File: src/rtl/arb_mux_pkg.sv
// Shared types and constants for the arb_mux_n round-robin output multiplexer.
// Optional force-grant ports are enabled in the top by defining ARB_MUX_FORCE_EN.
package arb_mux_pkg;

    localparam int ARB_MAX_N = 16;

    typedef enum logic {
        ST_EMPTY = 1'b0,
        ST_FULL  = 1'b1
    } state_e;

endpackage

File: src/rtl/arb_mux_n_rr_pick.sv
// Combinational rotate-priority picker: the first requester at or after 'base'
// (wrapping modulo N) wins.
module rr_pick #(
    parameter  int N     = 3,
    localparam int SEL_W = $clog2(N)
) (
    input  logic [N-1:0]     req,
    input  logic [SEL_W-1:0] base,
    output logic [N-1:0]     gnt_oh,
    output logic [SEL_W-1:0] gnt_idx,
    output logic             any
);

    function automatic logic [SEL_W-1:0] wrap_idx(input logic [SEL_W-1:0] b, input int ofs);
        int s;
        s = int'(b) + ofs;
        if (s >= N) s = s - N;
        return SEL_W'(s);
    endfunction

    always_comb begin
        logic [SEL_W-1:0] idx;
        gnt_oh  = '0;
        gnt_idx = '0;
        any     = 1'b0;
        idx     = '0;
        for (int i = 0; i < N; i++) begin
            idx = wrap_idx(base, i);
            if (!any && req[idx]) begin
                any          = 1'b1;
                gnt_oh[idx]  = 1'b1;
                gnt_idx      = idx;
            end
        end
    end

endmodule

File: src/rtl/arb_mux_n.sv
// N:1 round-robin arbitrated mux with a single registered output stage and valid/ready.
// Define ARB_MUX_FORCE_EN to add force_en/force_sel, which pin the grant to one channel.
module arb_mux_n
    import arb_mux_pkg::*;
#(
    parameter  int WIDTH = 32,
    parameter  int N     = 3,
    localparam int SEL_W = $clog2(N)
) (
    input  logic               clk,
    input  logic               rst,
    input  logic [N-1:0]       in_valid,
    input  logic [N*WIDTH-1:0] in_data,
    output logic [N-1:0]       in_ready,
    output logic               out_valid,
    output logic [WIDTH-1:0]   out_data,
    output logic [SEL_W-1:0]   out_sel,
    input  logic               out_ready
`ifdef ARB_MUX_FORCE_EN
    ,
    input  logic               force_en,
    input  logic [SEL_W-1:0]   force_sel
`endif
);

    state_e             state_q,    state_d;
    logic [SEL_W-1:0]   rr_ptr_q,   rr_ptr_d;
    logic [WIDTH-1:0]   out_data_q, out_data_d;
    logic [SEL_W-1:0]   out_sel_q,  out_sel_d;

    logic [WIDTH-1:0]   chan [N];
    logic [N-1:0]       pick_oh,  gnt_oh;
    logic [SEL_W-1:0]   pick_idx, gnt_idx;
    logic               pick_any, gnt_any;
    logic               rotate, can_load, load;

    rr_pick #(.N(N)) u_pick (
        .req     (in_valid),
        .base    (rr_ptr_q),
        .gnt_oh  (pick_oh),
        .gnt_idx (pick_idx),
        .any     (pick_any)
    );

    always_comb begin
        for (int i = 0; i < N; i++) chan[i] = in_data[i*WIDTH +: WIDTH];
    end

    // Grant selection; a forced grant never advances the round-robin pointer.
    always_comb begin
        gnt_oh  = pick_oh;
        gnt_idx = pick_idx;
        gnt_any = pick_any;
        rotate  = 1'b1;
`ifdef ARB_MUX_FORCE_EN
        if (force_en) begin
            gnt_oh  = '0;
            gnt_idx = force_sel;
            gnt_any = 1'b0;
            rotate  = 1'b0;
            if (int'(force_sel) < N && in_valid[force_sel]) begin
                gnt_oh[force_sel] = 1'b1;
                gnt_any           = 1'b1;
            end
        end
`endif
    end

    always_comb begin
        can_load   = (state_q == ST_EMPTY) | out_ready;
        load       = gnt_any & can_load & ~rst;
        in_ready   = load ? gnt_oh : '0;
        state_d    = state_q;
        rr_ptr_d   = rr_ptr_q;
        out_data_d = out_data_q;
        out_sel_d  = out_sel_q;
        if (load) begin
            state_d    = ST_FULL;
            out_data_d = chan[gnt_idx];
            out_sel_d  = gnt_idx;
            if (rotate)
                rr_ptr_d = (gnt_idx == SEL_W'(N-1)) ? '0 : gnt_idx + 1'b1;
        end else if (state_q == ST_FULL && out_ready) begin
            state_d = ST_EMPTY;
        end
    end

    always_ff @(posedge clk or posedge rst) begin
        if (rst) begin
            state_q    <= ST_EMPTY;
            rr_ptr_q   <= '0;
            out_data_q <= '0;
            out_sel_q  <= '0;
        end else begin
            state_q    <= state_d;
            rr_ptr_q   <= rr_ptr_d;
            out_data_q <= out_data_d;
            out_sel_q  <= out_sel_d;
        end
    end

    assign out_valid = (state_q == ST_FULL);
    assign out_data  = out_data_q;
    assign out_sel   = out_sel_q;

endmodule
File: config.mk
export PLATFORM = sky130hd
export DESIGN_NAME = arb_mux_n
export DESIGN_NICKNAME = d
export VERILOG_FILES = /design/src/rtl/arb_mux_pkg.sv /design/src/rtl/arb_mux_n_rr_pick.sv /design/src/rtl/arb_mux_n.sv
export SDC_FILE = /design/constraint.sdc
export NUM_CORES = 1
export LEC_CHECK = 0
export BUFFER_PORTS_ARGS = -buffer_cell sky130_fd_sc_hd__buf_2
export CORE_MARGIN = 3
export CORE_UTILIZATION = 48
export CTS_CLUSTER_DIAMETER = 30
export DETAILED_ROUTE_END_ITERATION = 10
export HOLD_SLACK_MARGIN = 0.12
export PLACE_DENSITY_LB_ADDON = 0.2
export SYNTH_ARGS = -nofsm -noshare
export SYNTH_HDL_FRONTEND = slang
export SYNTH_SLANG_ARGS = --single-unit
File: constraint.sdc
create_clock -name clk -period 5.5 [get_ports clk]
set_input_delay 0.55 -clock clk [delete_from_list [all_inputs] [get_ports clk]]
set_output_delay 0.55 -clock clk [all_outputs]
set_load 0.05 [all_outputs]
## Word-level counts from Yosys, hierarchy flattened

Index checks and enable logic that the tools add are counted.

| operators by class | value |
|---|---|
| order comparisons | 10 |
| bitwise gates (word level) | 8 |
| multiplexer cells | 31 |
| equality and inequality tests | 1 |
| reduce and logical (&&, ||, !) cells | 9 |
| $add $sub $neg | 6 |

Operators by type and width:

| kind | count |
|---|---|
| $bmux 32 s2 | 1 |
| $mux 32 | 2 |
| $mux 2 | 7 |
| $mux 3 | 4 |
| $mux 1 | 11 |
| $lt 2x3->1 const B | 3 |
| $bmux 1 s2 | 3 |
| $demux 1 s2 | 3 |
| $ge 2x1->1 const B | 3 |
| $ge 3x2->1 const B | 2 |
| $logic_and 1x1->1 | 6 |
| $or 3x3->3 | 2 |
| $sub 2x1->2 const B | 2 |
| $add 2x1->3 const B | 1 |
| $add 2x2->3 const B | 1 |
| $ge 3x3->1 const B | 1 |
| $not 2->3 | 1 |
| $add 2x1->2 const B | 1 |
| $and 1x1->1 | 2 |
| $eq 2x2->1 const B | 1 |
| $ge 2x2->1 const B | 1 |
| $logic_not 1->1 | 2 |
| $not 1->1 | 2 |
| $reduce_bool 2->1 | 1 |
| 2 further kinds | 2 |

| storage, ports and cells | value |
|---|---|
| register bits | 37 |
| logic and storage cells | 69 |
| output and inout port bits | 38 |

## Longest topological paths before layout

Gate-level depths: netlist of the first run.

| logic depth | value |
|---|---|
| depth in word-level cells | 15 |
| mapped depth | 10 |
| depth with buffers taken out | 7 |

## Cells and area by module

From an unflattened synthesis of the first run, not the netlist that was laid out.

| second synthesis, totals | value |
|---|---|
| cell total of the unflattened synthesis | 205 |
| area, all modules | 2486.1 um2 |

Modules (own cells, without submodules):

| module | instances | seq. area each (um2) | cells each | area an instance (um2) |
|---|---|---|---|---|
| arb_mux_n | 1 | 925.9 | 164 | 2204.6 |
| rr_pick | 1 | 0.0 | 41 | 281.5 |

## Worst setup path after synthesis of the first run

No wires, ideal clock.

| timing | value |
|---|---|
| path type | register to output |
| from | register rr_ptr_q[0] |
| to | output port in_ready[0] |
| required time | 4.950 ns |
| stages on the path, launching flop included | 9 |
| arrival | 2.874 ns |
| setup slack | 2.076 ns |
| path through | dfrtp_1 inv_1 ha_1 buf_2 mux2_1 a222oi_1 a221o_2 buf_2 a211oi_1 |

| between the ends | value |
|---|---|
| longest elaborated chain between the ends | 14 |
| elaborated cells on any way between the ends | 47 |

Ends and longest elaborated chain:

| what | RTL line | RTL |
|---|---|---|
| from (decl) | arb_mux_n.sv:27 | `logic [SEL_W-1:0] rr_ptr_q, rr_ptr_d;` |
| from (signal assigned) | arb_mux_n.sv:96 | `rr_ptr_q <= rr_ptr_d;` |
| branches (longest 13 deep; another with $add 2x1->3) | n/a |  |
| $mux 3 * | arb_mux_n.sv:72 | `in_ready = load ? gnt_oh : '0;` |
| to (decl) | arb_mux_n.sv:14 | `output logic [N-1:0] in_ready,` |

Every way passes the cells marked *. The select of a mux whose other input is x is not followed.

## Worst setup path after layout of the first run

| timing | value |
|---|---|
| from | register rr_ptr_q[0] |
| to | register out_data_q[29] (netlist: out_data[29]) |

| between the ends | value |
|---|---|
| longest elaborated chain between the ends | 15 |
| elaborated cells on any way between the ends | 33 |

Ends and longest elaborated chain:

| what | RTL line | RTL |
|---|---|---|
| branches (longest 15 deep; another with $add 2x1->3) | n/a |  |
| to (signal assigned) | arb_mux_n.sv:97 | `out_data_q <= out_data_d;` |
| to (decl) | arb_mux_n.sv:28 | `logic [WIDTH-1:0] out_data_q, out_data_d;` |

Several ways; the timed one is not identified. The select of a mux whose other input is x is not followed.
A chain may end at the register's enable or synchronous reset.

==> key figures, run 1 <==
Synth
  • Simple-gate share of the synthesized area: 0.0953
  • Ranking of synthesized cells by area: dfrtp_1, o221ai_2, mux2i_1, inv_1, nand2_1
  • Post-Syn Nets: 357
  • Synth area leader: dfrtp_1
  • Cell count after synthesis: 251
  • Complex-gate fraction of the synthesized area: 0.262
  • Ys Warns: 0
  • Synth unique cells: 42
  • Ys async rst share: 1.00
  • Synth Area in XOR/XNOR: 0
  • Ys flop type: dfrtp_1
  • Post-synthesis adder-cell area fraction: 0.0200
  • Register area share after synthesis: 0.369
  • Post-synthesis mux area share: 0.149
  • Synthesized cell area: 2510 um^2
  • Yosys reg bits: 37
  • Syn avg cell area: 9.99 um^2
  • Post-synth EDFFs: 0
  • Largest family of logic cells by synthesized area: compound AO/OA/AOI/OAI gates
  • Post-synth top area share: 0.369

Cells and area
  • Fillcell total: 415
  • Number of diodes: 0
  • Commonest non-fill, non-tap cell in the layout: buf_2
  • Cell area after layout: 3320 um^2
  • Layout Utilization: 0.680
  • Layout cells sized above 1: 0.483
  • Synth-to-layout area growth: 32.3%
  • Commonest non-fill, non-tap cells in the layout: buf_2, inv_1, nand2_1
  • Final std cells w/o fill: 448
  • Nets@finish: 486

Power and ir drop
  • Pint: 0.000987 W
  • Power Density: 640 nW/um^2
  • Flop pwr share: 0.223
  • Gate power share: 0.667
  • Net Switching: 0.00114 W
  • Leak pwr: 1.82 nW
  • Clock Power Share: 0.110
  • Overall power: 0.00212 W
  • Switching Share: 0.535
  • Max VDD drop: 0.000281 V

Routing
  • Detailed Route WL: 6440 um
  • Routed Antenna Nets: 0
  • 1st-iter DRT viols: 88
  • Drt pass-1 iters: 4
  • Via count: 2,304
  • Drt via density: 5.14
  • Detailed-route wire length per cell: 14.4 um
  • Post-route DRC: 0

Global route
  • Grt ovf: 0
  • Vias in the first global route: 2,191
  • All-Layer GR Usage: 0.206
  • First-pass GRT wire length: 10,200 um
  • Largest net degree at the start of global routing: 42
  • Initial antenna violation count: 0

CTS
  • Clock Tree Buf Depth: 2
  • Clock Sinks: 37
  • CTS H-Tree Depth: 2
  • Root buffer selected by CTS: clkbuf_8
  • Clk_lat worst skew: 0.29 ns
  • Inserted Clock Buffers: 5
  • CTS tree: yes
  • Cts hold-fix bufs: 0
  • Clock Pin Slew Worst Setup and Hold Paths: 0.08 ns
  • Postcts setup bufs: 0
  • Resized Gates After CTS: 0

Place
  • Placed insts: 440
  • Gp weighted congestion: 0.925
  • Dpl hpwl: 4760 um
  • # port buffers: 139
  • Area of placed instances: 3200 um^2

Floorplanning
  • Die Wd: 78.3 um
  • Die Ht: 78.3 um
  • Core Region: 4880 um^2
  • Die area: 6130 um^2
  • Total I/O pin count: 140
  • Num rows: 25
  • Initial Utilization: 0.514

Timing
  • Max Freq: 264 MHz
  • Tmin final: 3.79 ns
  • Setup_tns: 0 ns
  • RSZ-0062 raised after global routing: false
  • Final worst-path cycle share: 0.689
  • Setup Skew: 0.00682 ns
  • Final setup vio count: 0
  • Slew at the pin closest to its max-slew limit: 1.03 ns
  • Slew Viols, Final: 0
  • Slew margin rel.: 0.313
  • Fin. Hold Viols: 0

Run status
  • Status: complete, no violations

Worst hold path
  • Hold WC Path Type: primary input to async pin

Worst setup path
  • Worst EP arrival: 3.90 ns
  • CP max FO: 41
  • WP data required: 5.61 ns
  • Worst Setup End Kind: flip-flop
  • CP startpoint kind: flip-flop
  • CP Class: flip-flop to flip-flop

Flow run
  • Max Cap Viol: 0
per-layer routing:
| layer | wire (um) | vias to the layer above | GRT usage |
|---|---|---|---|
| li1 | - | 1148 | - |
| met1 | 2750 | 1041 | 0.270 |
| met2 | 3100 | 107 | 0.345 |
| met3 | 504 | 8 | 0.0424 |
| met4 | 87 | 0 | 0.0594 |
| met5 | 0 | - | 0 |
layout make-up:
type / count / area, um^2 / area share
clock buffers: 5 / 68.8 / 0.0207
clock inverters: 3 / 46.3 / 0.0140
inverters: 40 / 150 / 0.0452
multi-input cells: 155 / 1330 / 0.402
flip-flops and latches: 37 / 926 / 0.279
well taps: 67 / 83.8 / 0.0253
repair buffers: 141 / 711 / 0.214
critical path, cell delays in order, from the launching register on:
cell	delay [ns]
dfrtp_1	0.39
inv_1	0.08
ha_1	0.44
mux2_1	0.35
a222oi_1	0.41
a221o_2	0.73
or2_2	0.92
o221ai_1	0.28
sequential cells by signal, summed over array words and instances, names as in the netlist:
signal / count
out_data: 32
out_sel: 2
out_valid: 1
rr_ptr_q: 2
per-stage QoR:
stage	setup slack, ns	hold slack (ns)
6_report	1.71	0.428
5_1_grt	1.38	0.466
4_1_cts	1.69	0.436
3_5_place_dp	1.70	0.467
3_3_place_gp	1.83	0.457
2_1_floorplan	2.08	0.503
final timing paths:
check	depth (start not counted)	end	slack (ns)	startpoint
min reg2reg	2	out_data[25]	0.49	out_data[25]
min	3	out_data[4]	0.43	rst
max	7	out_data[29]	1.71	rr_ptr_q[0]
max reg2reg	7	out_data[29]	1.71	rr_ptr_q[0]
max in group asynchronous	3	out_data[21]	4.74	rst
min in group clk	2	out_data[25]	0.49	out_data[25]
synth_stat cells (2+ instances only):
| library cell | count |
|---|---|
| inv_1 | 40 |
| nand2_1 | 40 |
| dfrtp_1 | 37 |
| mux2i_1 | 34 |
| o221ai_2 | 29 |
| buf_2 | 9 |
| o21ai_0 | 6 |
| a21oi_1 | 4 |
| clkbuf_1 | 4 |
| ha_1 | 4 |
| buf_6 | 3 |
| nor2_1 | 3 |
| o221ai_1 | 3 |
| a211oi_1 | 2 |
| buf_4 | 2 |
| mux2_2 | 2 |
| nand2b_1 | 2 |
| nand3b_1 | 2 |
| o21a_1 | 2 |
power groups by stage:
stage / combinational [W] / sequential, W / clock [W]
2_1_floorplan: 0.000719 / 0.000897 / 0
3_3_place_gp: 0.00139 / 0.000477 / 0
3_5_place_dp: 0.00142 / 0.000474 / 0
4_1_cts: 0.00142 / 0.000475 / 0.000238
5_1_grt: 0.00151 / 0.000493 / 0.000249
6_report: 0.00142 / 0.000474 / 0.000233
cell families (layout without fill, tap and decap cells):
family                   count (synthesis)  count (layout)
buffers and inverters                   59             189
AO/OA/AOI/OAI                           60              60
flip-flops                              37              37
AND/OR/NAND/NOR                         54              54
multiplexers                            37              37
adder cells (fa/ha/maj)                  4               4
(Power assumes the default switching activity.)
==> inputs of run 2 (changes only) <==
CORE_UTILIZATION = 45   (was 48)
clock period = 3.9 ns   (was 5.5 ns; I/O delays follow)
==> run 2 against run 1 <==
Design area increased by 1.2%; clock skew is essentially flat; utilization fell by 3.9 points; clock power up 45%; largest power group unchanged.
==> key figures, run 2 (synthesis gave the netlist of run 1 again) <==
Run status
  • Status: complete, no violations

Place
  • Gp weighted congestion: 0.831 (-10%)
  • Dpl hpwl: 5170 um (+8.8%)
  • # port buffers: 139 (unchanged)

Cells and area
  • Nets@finish: 489 (+0.62%)
  • Layout cells sized above 1: 0.484 (+0.00144)
  • Multi-input gate area: 1330 um^2 (unchanged)
  • Register area: 926 um^2 (unchanged)
  • Number of diodes: 0 (unchanged)
  • Commonest non-fill, non-tap cell in the layout: buf_2
  • Fillcell total: 459 (+11%)
  • Largest register FFs: 32 (unchanged)
  • Commonest non-fill, non-tap cells in the layout: buf_2, nand2_1, inv_1
  • Synth-to-layout area growth: 33.9%

Routing
  • Drt pass-1 iters: 4 (unchanged)
  • Drt via density: 5.13 (-0.17%)
  • Detailed Route WL: 6820 um (+5.8%)
  • 1st-iter DRT viols: 84 (-4.5%)
  • Via count: 2,331 (+1.2%)
  • Routed Antenna Nets: 0 (unchanged)
  • Post-route DRC: 0 (unchanged)
  • Detailed-route wire length per cell: 15.0 um (+4.4%)

Global route
  • Met2 Usage GRT: 0.349 (+0.00348)
  • Initial antenna violation count: 0 (unchanged)
  • Met1 Usage GRT: 0.267 (-0.00270)
  • Global route hottest layer: met2
  • First-pass GRT wire length: 10,500 um (+3.6%)
  • Met3 global-route usage: 0.0471 (+0.00465)
  • Grt ovf: 0 (unchanged)
  • All-Layer GR Usage: 0.207 (+0.000750)
  • Largest net degree at the start of global routing: 41 (-2.4%)
  • Vias in the first global route: 2,198 (+0.32%)

Worst setup path
  • WP data required: 3.51 ns (-2.10 ns)
  • CP Class: flip-flop to output port
  • Worst Setup End Kind: output port
  • R2r worst-path depth: 8 (+1)
  • CP peak stage delay: 0.44 ns (-0.48 ns)
  • R2r startpoint: rr_ptr_q[1]
  • CP startpoint kind: flip-flop
  • CP max FO: 40 (-2.4%)
  • Critical Path Start: rr_ptr_q[0]
  • Worst EP arrival: 2.87 ns (-1.03 ns)
  • Chain of cells forming the critical path: inv_1 > ha_1 > mux2_1 > a222oi_1 > a221o_2 > buf_4 > a211oi_1 > buf_2
  • Slowest stage cell, crit path: ha_1

CTS
  • Root buffer selected by CTS: clkbuf_8
  • CTS H-Tree Depth: 2 (unchanged)
  • Inserted Clock Buffers: 5 (unchanged)
  • Postcts setup bufs: 0 (unchanged)
  • Clk_lat worst skew: 0.28 ns (about the same)
  • Clock Sinks: 37 (unchanged)
  • Clock Tree Buf Depth: 2 (unchanged)
  • Clock Pin Slew Worst Setup and Hold Paths: 0.08 ns (about the same)
  • Cts hold-fix bufs: 0 (unchanged)
  • CTS tree: yes
  • Resized Gates After CTS: 0 (unchanged)

Timing
  • Final worst-path cycle share: 0.835
  • Setup_tns: 0 ns (unchanged)
  • Final setup vio count: 0 (unchanged)
  • Worst Hold Slack: 0.263 ns (-0.165 ns)
  • Slew at the pin closest to its max-slew limit: 0.532 ns (-0.498 ns)
  • Tmin final: 3.26 ns
  • Slew Viols, Final: 0 (unchanged)
  • Setup Skew: 0.00694 ns (+0.000112 ns)
  • RSZ-0062 raised after global routing: false
  • Fin. Hold Viols: 0 (unchanged)
  • Slew margin rel.: 0.645 (+0.332)
  • Max Freq: 307 MHz

Floorplanning
  • Core Region: 5240 um^2 (+7.3%)
  • Initial Utilization: 0.479 (-0.0351)
  • Die Wd: 80.7 um (+3.0%)
  • Total I/O pin count: 140 (unchanged)
  • Die area: 6510 um^2 (+6.1%)
  • Die Ht: 80.7 um (+3.0%)
  • Num rows: 26 (+4.0%)

Power and ir drop
  • Leak pwr: 1.84 nW (+1.0%)
  • Max VDD drop: 0.000420 V (+49%)
  • Power Density: 904 nW/um^2 (+41%)
  • Overall power: 0.00304 W (+43%)

Flow run
  • Max Cap Viol: 0 (unchanged)

Worst hold path
  • Hold WC Path Type: primary input to async pin
run 2: area by class of cell:
type                            instances  share of cell area
Sequential cell                        37               0.276
Timing Repair Buffer                  144               0.222
Inverter                               40              0.0447
Clock inverter                          1             0.00894
Multi-Input combinational cell        155               0.397
Tap cell                               70              0.0261
Clock buffer                            7              0.0257
run 2: path summary, 6_finish.rpt:
path,to,slack (ns)
setup / recovery,in_ready[0],0.64
max in group asynchronous,out_data[4],3.30
hold / removal,out_data[30],0.26
hold reg to reg,out_data[27],0.48
setup reg to reg,out_data[31],1.01
min in group clk,out_data[21],0.39
run 2: routing by layer:
layer | share of wire | up-vias
met3 | 0.076 | 9
met4 | 0.011 | 0
met1 | 0.42 | 1075
met2 | 0.50 | 90
met5 | 0 | -
li1 | - | 1157
run 2: per-stage QoR:
stage | util | cells | area (um^2) | setup WS, ns
6_report | 0.641 | 454 | 3360 | 0.643
5_1_grt | 0.641 | 454 | 3360 | 0.384
4_1_cts | 0.641 | 454 | 3360 | 0.642
3_5_place_dp | 0.619 | 446 | 3240 | 0.959
3_3_place_gp | 0.619 | 446 | 3240 | 1.03
2_1_floorplan | - | 251 | 2510 | 0.636
run 2: where the power goes:
| part | total (W) | internal (W) | switching, W | leakage, nW |
|---|---|---|---|---|
| Sequential | 0.000670 | 0.000568 | 0.000102 | 0.458 |
| Clock | 0.000339 | 0.000208 | 0.000130 | 0.0585 |
| Combinational | 0.00203 | 0.000652 | 0.00137 | 1.33 |
| Total | 0.00304 | 0.00143 | 0.00161 | 1.84 |
run 2: critical path, delay by kind of cell (launching register included):
family                   cells  cell delay (ns)
buffers and inverters        3             0.70
AO/OA/AOI/OAI                3             0.69
adder cells (fa/ha/maj)      1             0.44
flip-flops                   1             0.39
multiplexers                 1             0.34
==> inputs of run 3 (changes only) <==
clock period = 3.05 ns   (was 3.9 ns; I/O delays follow)
==> run 3 against run 2 <==
Combinational power up 31%; routed wire length down 5.7%; sequential share of layout area down 0.55 points; clock power up 28%; die area unchanged.
==> key figures, run 3 (synthesis gave the netlist of run 1 again) <==
Power and ir drop
  • Leak pwr: 1.87 nW (+1.3%)
  • Power Density: 1150 nW/um^2 (+27%)
  • Max VDD drop: 0.000649 V (+55%)

Routing
  • Via count: 2,317 (-0.60%)
  • Detailed-route wire length per cell: 14.1 um (-6.1%)
  • Drt pass-1 iters: 6 (+2)
  • Routed Antenna Nets: 0 (unchanged)
  • Post-route DRC: 0 (unchanged)
  • 1st-iter DRT viols: 73 (-13%)
  • Detailed Route WL: 6430 um (-5.7%)
  • Drt via density: 5.08 (-1.0%)

Timing
  • Slew margin rel.: 0.632 (-0.0132)
  • RSZ-0062 raised after global routing: false
  • Tmin final: 2.89 ns
  • Setup Skew: 0.00405 ns (-0.00289 ns)
  • Slew Viols, Final: 0 (unchanged)
  • Slew at the pin closest to its max-slew limit: 0.552 ns (+0.0192 ns)
  • Max Freq: 346 MHz
  • Final setup vio count: 0 (unchanged)
  • Setup_tns: 0 ns (unchanged)
  • Fin. Hold Viols: 0 (unchanged)
  • Final worst-path cycle share: 0.946

Global route
  • Vias in the first global route: 2,153 (-2.0%)
  • Global route hottest layer: met2
  • Grt ovf: 0 (unchanged)
  • First-pass GRT wire length: 9930 um (-5.8%)
  • Met2 Usage GRT: 0.329 (-0.0190)
  • Met3 global-route usage: 0.0426 (-0.00448)
  • Largest net degree at the start of global routing: 41 (unchanged)
  • All-Layer GR Usage: 0.193 (-0.0137)
  • Met1 Usage GRT: 0.250 (-0.0174)
  • Initial antenna violation count: 0 (unchanged)

Worst setup path
  • Worst EP arrival: 2.58 ns (-0.29 ns)
  • CP Class: flip-flop to output port
  • Worst Setup End Kind: output port
  • R2r worst-path depth: 8 (unchanged)
  • CP max FO: 40 (unchanged)
  • WP data required: 2.74 ns (-0.77 ns)
  • CP startpoint kind: flip-flop

Cells and area
  • Fillcell total: 442 (-3.7%)
  • Cell area after layout: 3430 um^2 (+2.0%)
  • Layout Utilization: 0.654 (+0.0131)
  • Commonest non-fill, non-tap cells in the layout: buf_2, inv_1, nand2_1
  • Commonest non-fill, non-tap cell in the layout: buf_2
  • Largest register FFs: 32 (unchanged)
  • Nets@finish: 491 (+0.41%)
  • Layout cells sized above 1: 0.500 (+0.0156)
  • Number of diodes: 0 (unchanged)
  • Synth-to-layout area growth: 36.6%
  • Final std cells w/o fill: 456 (+0.44%)

Flow run
  • Max Cap Viol: 0 (unchanged)

Floorplanning
  • Total I/O pin count: 140 (unchanged)
  • Die Ht: 80.7 um (unchanged)
  • Initial Utilization: 0.479 (unchanged)
  • Core Region: 5240 um^2 (unchanged)
  • Die Wd: 80.7 um (unchanged)
  • Die area: 6510 um^2 (unchanged)
  • Num rows: 26 (unchanged)

CTS
  • Inserted Clock Buffers: 5 (unchanged)
  • Clk_lat worst skew: 0.28 ns (about the same)
  • Clock Pin Slew Worst Setup and Hold Paths: 0.07 ns (about the same)
  • Clock Sinks: 37 (unchanged)
  • CTS tree: yes
  • Clock Tree Buf Depth: 2 (unchanged)
  • Cts hold-fix bufs: 0 (unchanged)
  • CTS H-Tree Depth: 2 (unchanged)
  • Root buffer selected by CTS: clkbuf_8

Run status
  • Status: complete, no violations

Place
  • # port buffers: 139 (unchanged)
  • Placed insts: 448 (+0.45%)
  • Dpl hpwl: 5000 um (-3.4%)
  • Area of placed instances: 3290 um^2 (+1.5%)
  • Gp weighted congestion: 0.826 (-0.65%)

Worst hold path
  • Hold WC Path Type: primary input to async pin
==> run 3: where the power goes <==
group	total [W]	leakage [nW]	switching (W)	internal [W]
sequential	0.000859	0.458	0.000132	0.000727
combinational	0.00265	1.35	0.00176	0.000897
clock	0.000434	0.0574	0.000168	0.000266
==> run 3: cell type report <==
class,instances,area (um^2),share of cell area
well taps,70,87.6,0.0256
multi-input cells,155,1360,0.396
repair buffers,146,786,0.229
flip-flops and latches,37,926,0.270
inverters,40,150,0.0438
clock inverters,2,37.5,0.0110
clock buffers,6,82.6,0.0241
==> run 3: metrics by stage <==
stage	power, W	hold WS [ns]	worst slack (ns)
finish	0.00395	0.188	0.163
CTS	0.00396	0.196	0.0212
global route	0.00420	0.238	0.0301
global placement	0.00347	0.454	0.431
detailed placement	0.00352	0.465	0.304
floorplan	0.00292	0.487	0.257
==> run 3: per-layer routing <==
metal  vias up  share of wire  routed length [um]
li1       1161              -                   -
met1      1058           0.41                2650
met2        92           0.51                3290
met5         -              0                   0
met3         6          0.069                 442
met4         0         0.0067                  43
==> run 3: critical path: stages (launching register included) <==
cell and delay (ns):
dfrtp_1 0.40, inv_1 0.10, ha_4 0.32, mux2_1 0.33, a222oi_1 0.40, a221o_2 0.27
buf_12 0.21, a21oi_1 0.06, buf_2 0.21
==> run 3: final timing paths <==
path,startpoint,to,slack (ns)
worst max-delay path,rr_ptr_q[0],in_ready[2],0.16
worst min-delay path,rst,out_data[7],0.19
worst max register to register,rr_ptr_q[0],out_data[28],0.42
worst min register to register,out_sel[1],out_sel[1],0.48
max in group asynchronous,rst,out_data[28],2.54
min in group clk,in_data[67],out_data[3],0.31
==> run 3: repair_timing <==
item / 4_1_cts / 5_1_grt
resized for setup: 0 / 3
buffers inserted: 0 / 0
endpoints found under the setup margin: 0 / 3
